[src/rtl/sr_pulse_driver.sv]
// sr_pulse_driver: debounced set/reset buttons to non-overlapping S/R pulses for an SR NOR latch
// Each channel has a one-deep pending queue; simultaneous requests from IDLE raise a sticky conflict flag.
module sr_pulse_driver #(
   parameter int DB_CYCLES    = 16,
   parameter int PULSE_CYCLES = 4
) (
   input  logic clk,
   input  logic rst_n,
   input  logic btn_set,
   input  logic btn_reset,
   input  logic clr_conflict,
   output logic S,
   output logic R,
   output logic busy,
   output logic conflict
);
   localparam int DW = $clog2(DB_CYCLES + 1);
   localparam int PW = $clog2(PULSE_CYCLES + 1);
   localparam logic [DW-1:0] DB_LAST = DW'(DB_CYCLES - 1);
   localparam logic [PW-1:0] P_LAST  = PW'(PULSE_CYCLES);
   localparam logic [PW-1:0] P_FIRST = PW'(1);
   typedef enum logic [1:0] {IDLE, SET_P, RST_P, GAP} state_t;
   state_t        state;
   logic [1:0]    sync1, sync2, db, db_d, req, pend, eff;
   logic [DW-1:0] cnt [2];
   logic [PW-1:0] pcnt;
   // bit 0 is the set channel, bit 1 the reset channel
   assign eff = pend | req;
   always_ff @(posedge clk or negedge rst_n)
      if (!rst_n) begin
         sync1  <= '0;
         sync2  <= '0;
         db     <= '0;
         db_d   <= '0;
         req    <= '0;
         cnt[0] <= '0;
         cnt[1] <= '0;
      end else begin
         sync1 <= {btn_reset, btn_set};
         sync2 <= sync1;
         db_d  <= db;
         req   <= db & ~db_d;
         for (int i = 0; i < 2; i++)
            if (sync2[i] == db[i])
               cnt[i] <= '0;
            else if (cnt[i] == DB_LAST) begin
               cnt[i] <= '0;
               db[i]  <= ~db[i];
            end else
               cnt[i] <= cnt[i] + 1'b1;
      end
   always_ff @(posedge clk or negedge rst_n)
      if (!rst_n) begin
         state    <= IDLE;
         S        <= 1'b0;
         R        <= 1'b0;
         busy     <= 1'b0;
         conflict <= 1'b0;
         pend     <= '0;
         pcnt     <= '0;
      end else begin
         conflict <= (state == IDLE && req == 2'b11) || (conflict && !clr_conflict);
         case (state)
            IDLE:
               if (req == 2'b01) begin
                  state <= SET_P;
                  S     <= 1'b1;
                  busy  <= 1'b1;
                  pcnt  <= P_FIRST;
               end else if (req == 2'b10) begin
                  state <= RST_P;
                  R     <= 1'b1;
                  busy  <= 1'b1;
                  pcnt  <= P_FIRST;
               end
            SET_P, RST_P: begin
               pend <= eff;
               if (pcnt == P_LAST) begin
                  state <= GAP;
                  S     <= 1'b0;
                  R     <= 1'b0;
                  pcnt  <= '0;
               end else
                  pcnt <= pcnt + 1'b1;
            end
            default:
               // GAP: set is served ahead of reset when both are waiting
               if (eff[0]) begin
                  state <= SET_P;
                  S     <= 1'b1;
                  pcnt  <= P_FIRST;
                  pend  <= {eff[1], 1'b0};
               end else if (eff[1]) begin
                  state <= RST_P;
                  R     <= 1'b1;
                  pcnt  <= P_FIRST;
                  pend  <= '0;
               end else begin
                  state <= IDLE;
                  busy  <= 1'b0;
               end
         endcase
      end
endmodule

[config.mk]
export PLATFORM = sky130hd
export DESIGN_NAME = sr_pulse_driver
export DESIGN_NICKNAME = d
export VERILOG_FILES = /design/src/rtl/sr_pulse_driver.sv
export SDC_FILE = /design/constraint.sdc
export NUM_CORES = 1
export LEC_CHECK = 0
export ABC_AREA = 1
export CAP_MARGIN = 40
export CORE_MARGIN = 2
export CORE_UTILIZATION = 30
export DETAILED_ROUTE_END_ITERATION = 10
export PLACE_DENSITY = 0.5
export SKIP_LAST_GASP = 1
export SYNTH_ARGS = -nofsm -noshare
export SYNTH_HDL_FRONTEND = slang
export SYNTH_SLANG_ARGS = --single-unit
[constraint.sdc]
create_clock -name clk -period 2.1 [get_ports clk]
set_input_delay 0.315 -clock clk [delete_from_list [all_inputs] [get_ports clk]]
set_output_delay 0.315 -clock clk [all_outputs]
set_load 0.02 [all_outputs]
Yosys cells after proc, flatten, opt, wreduce, memory -nomap -nowiden
Cells that the tools add are included. Widths: inputs -> output; s select.

$add $sub $neg: 3. Equal/unequal tests: 18. Multiplexer cells: 32. Bitwise logic cells: 9. Reduce and logical (&&, ||, !) cells: 18.

Operators with widths (count): $mux 5 (4); $mux 3 (5); $mux 2 (7); $add 5x1->5 const B (2); $eq 5x4->1 const B (2); $mux 1 (10); $reduce_and 2->1 (5); $reduce_bool 3->1 (3); $ne 2x1->1 const B (4); $pmux 2 s2 (2); $eq 2x2->1 const B (3); $ne 3x1->1 const B (2); $not 1->1 (6); $pmux 1 s2 (3); $pmux 3 s2 (1); $reduce_and 5->1 (1); $eq 2x1->1 const B (2); $ne 2x2->1 const B (2); $reduce_and 4->1 (1); $reduce_bool 4->1 (1); $add 3x1->3 const B (1); $eq 3x3->1 const B (1); $reduce_and 3->1 (1); $and 2x2->2 (1); other kinds (8) (10).

Register bits after elaboration: 31. Output and inout bits: 4. Logic and storage cells: 95.

Longest topological paths before layout
Depth after elaboration: 4. Mapped depth: 9. Mapped depth without buffers: 9.

Least setup slack after synthesis
OpenSTA, ideal clock, no wires.

Path kind: register to register. Start: register state[0]. End: register R. Library setup time: 117 ps. Arrival: 1191 ps. Path slack: 792 ps. Cell stages (with the launch flop): 9. Buffers on the path: 0. Period minus slack after synthesis: 1308 ps. Path through: dfrtp_1 > inv_1 > ha_1 > nand2_1 > nand2_1 > nor2_1 > nand2_1 > nand2_1 > nand2_1.

Longest elaborated chain between the ends: 4.

Ends and longest elaborated chain: start: declaration (RTL line 23) `state_t state;`; start signal: assignment (RTL line 54) `state <= IDLE;`; start signal: assignment (RTL line 66) `state <= SET_P;`; start signal: assignment (RTL line 71) `state <= RST_P;`; $eq 2x1->1 / $eq 2x2->1 (equally long branches) (RTL line 63) `case (state)`; $reduce_or 2->1 (RTL line 63); $ne 3x1->1 (no line) (tied with other cells); $reduce_and 5->1 (no line); end signal: assignment (RTL line 56) `R <= 1'b0;`; end signal: assignment (RTL line 72) `R <= 1'b1;`; end signal: assignment (RTL line 81) `R <= 1'b0;`; end: declaration (RTL line 13) `output logic R,`.

Several ways; a longest one is shown, not always the timed one. A chain may end at the register's enable or synchronous reset.

Worst setup path after layout
Start: register busy. End: output port busy.

RTL lines: start: declaration (RTL line 14) `output logic busy,`; start signal: assignment (RTL line 57) `busy <= 1'b0;`; start signal: assignment (RTL line 68) `busy <= 1'b1;`; start signal: assignment (RTL line 73) `busy <= 1'b1;`.

No word-level cell between the ends.

==> out/qor.yml <==
status: "complete, no violations"
die_y_um: 72.8
post_cts_resized: 0
max_stage_delay_ps: 610
grt_max_degree: 32
slowest_stage: "clkdlybuf4s50_1"
final_cell_mix: "41 x nand2_1, 31 x dfrtp_1, 20 x nor2_1"
post-dp-hpwl_mm: 1.71
synth_edf_count: 0
vdd_drop_max_v: 0.000401
drv_slew: 0
regArea_um2: 776
wirelength_mm: 2.38
cts.sinks: 31
syn_inst: 156
period_share_pct: 74.3
die-area_um2: 5300
grt_pass1_wl_mm: 4.25
synth.avg_cell_area_um2: 9.10
finalSetupViolations: 0
tns_ps: 0
area_delta_synth_final_pct: 20.3
fmax_ghz: 0.641
vias: 1006
clockBufferDepth: 2
cts_hold_buf: 0
place_area_um2: 1570
cp-end-kind: "output port"
drive_gt1_share_pct: 9.25
dp.cells: 219
nNetsFinal: 184
multi_input_area_um2: 572
min_path_type: "reg -> reg"
ys_seq_area_share_pct: 54.7
fillers: 468
syn-cell-area_um2: 1420
yosys_register_bits: 31
drc_errors: 0
cts-htree-levels: 2
path_buf_inv: 1
crit_fanout: 2
fin_area_um2: 1710
dieWidth_um: 72.8
rows: 25
dp_slack_ps: 646
cts_tree: "done"
cp-start-kind: "register"
tightest_slew_ps: 392
power.leakage_nw: 0.833
num_antenna_cells: 0
post-cts-setup-buffers: 0
core_area_um2: 4630
maxCapViolCount: 0
drtPass1Iterations: 4
detail-route-antenna-nets: 0
vias_per_cell: 4.43
power_density_nw_per_um2: 1320
async_reset_ff_share_pct: 100
place_congestion: 0.821
syn-num-nets: 168
port_buffers: 8
hold_viol: 0
grt_usage_pct: 10.8
stdcell_count: 227
drt-initial-drc-count: 73
first_global_vias: 975
hold_ws_ps: 349
fin_worst_skew_ps: 4.31
fin_crit_ps: 1560
synth_top_area_cell: "dfrtp_1"
setup_slack_ps: 540
path_cells: "clkdlybuf4s50_1"
final_common_cell: "nand2_1"
cts.reportedPaths.clkPinSlew_ps: 70
antenna_found_initial: 0
clockRootBuffer: "clkbuf_8"
ioPinCount: 9
ys_warn_count: 0
worst-setup-path-type: "reg -> out"
numCtsBuffers: 5
synth_top_cells_by_area: "dfrtp_1 55%, nand2_1 11%, ha_1 6.2%"
overflow: 0
synth_top_area_share_pct: 54.7
clock_latency_ps: 290
crit_family: "buffers and inverters"
slew_headroom_pct: 73.8
start_util_pct: 30.6
ys_types: 22
required_ps: 1780
cp.arrival_ps: 1240
rsz0062_at_grt: "no"
wl_per_cell_um: 10.5
ys.flop_type: "dfrtp_1"
## final cells by class
| cell class | instances | share of cell area, % |
|---|---|---|
| well taps | 54 | 3.96 |
| repair buffers | 9 | 5.13 |
| clock inverters | 2 | 3.52 |
| inverters | 19 | 4.18 |
| multi-input cells | 106 | 33.5 |
| flip-flops and latches | 31 | 45.5 |
| clock buffers | 6 | 4.25 |
## stage by stage
step	utilization (%)	total power, W
after floorplan	-	0.00136
after global placement	34.0	0.00156
after detailed placement	34.0	0.00157
after CTS	36.9	0.00229
after global routing	36.9	0.00243
final	36.9	0.00226
## cell families after synthesis
kind of cell | count (synthesis) | share of synthesized area (%)
compound gates | 13 | 5.64
xor+xnor | 4 | 2.47
fa+ha+maj | 7 | 6.17
buf+inv | 19 | 5.03
flops | 31 | 54.7
simple gates | 82 | 26.0
## state kept, by name (all words and copies together) (netlist names)
name / cells
R: 1
S: 1
busy: 1
cnt: 10
conflict: 1
db: 2
db_d: 2
pcnt: 3
pend: 2
req: 2
state: 2
sync1: 2
sync2: 2
## report_power, final
part,switching (W),leakage [nW],internal [W]
registers,0.0000617,0.407,0.000689
clock network,0.000225,0.0654,0.000474
logic,0.000505,0.360,0.000306
total,0.000792,0.833,0.00147
## metal layers
layer | global-route usage (%) | vias to the layer above | wire length, um
li1 | - | 521 | -
met1 | 13.4 | 463 | 1090
met2 | 15.6 | 14 | 1120
met3 | 3.31 | 8 | 89
met4 | 8.02 | 0 | 78
met5 | 0 | - | 0
## path summary, 6_finish.rpt
path / from / endpoint / slack [ps] / cells past startpoint
worst max-delay path: busy / busy / 540 / 1
worst min-delay path: sync1[1] / sync2[1] / 350 / 0
worst max register to register: state[0] / state[0] / 630 / 6
worst min register to register: sync1[1] / sync2[1] / 350 / 0
max in group asynchronous: rst_n / cnt[8] / 1390 / 2
min in group asynchronous: rst_n / S / 420 / 2
## cells in the mapped netlist, types with 2 or more instances
master and number:
nor2_1 20, nand3_1 6, xnor2_1 2, nor3b_1 2
o21ai_1 2, inv_1 18, nand2_2 3, nor3_1 2
nand2b_1 2, o21ai_0 6, nand2_1 41, nand4_1 3
a21oi_1 3, xor2_1 2, ha_1 7, dfrtp_1 31
Note: power is estimated with default switching activity, not from simulation.
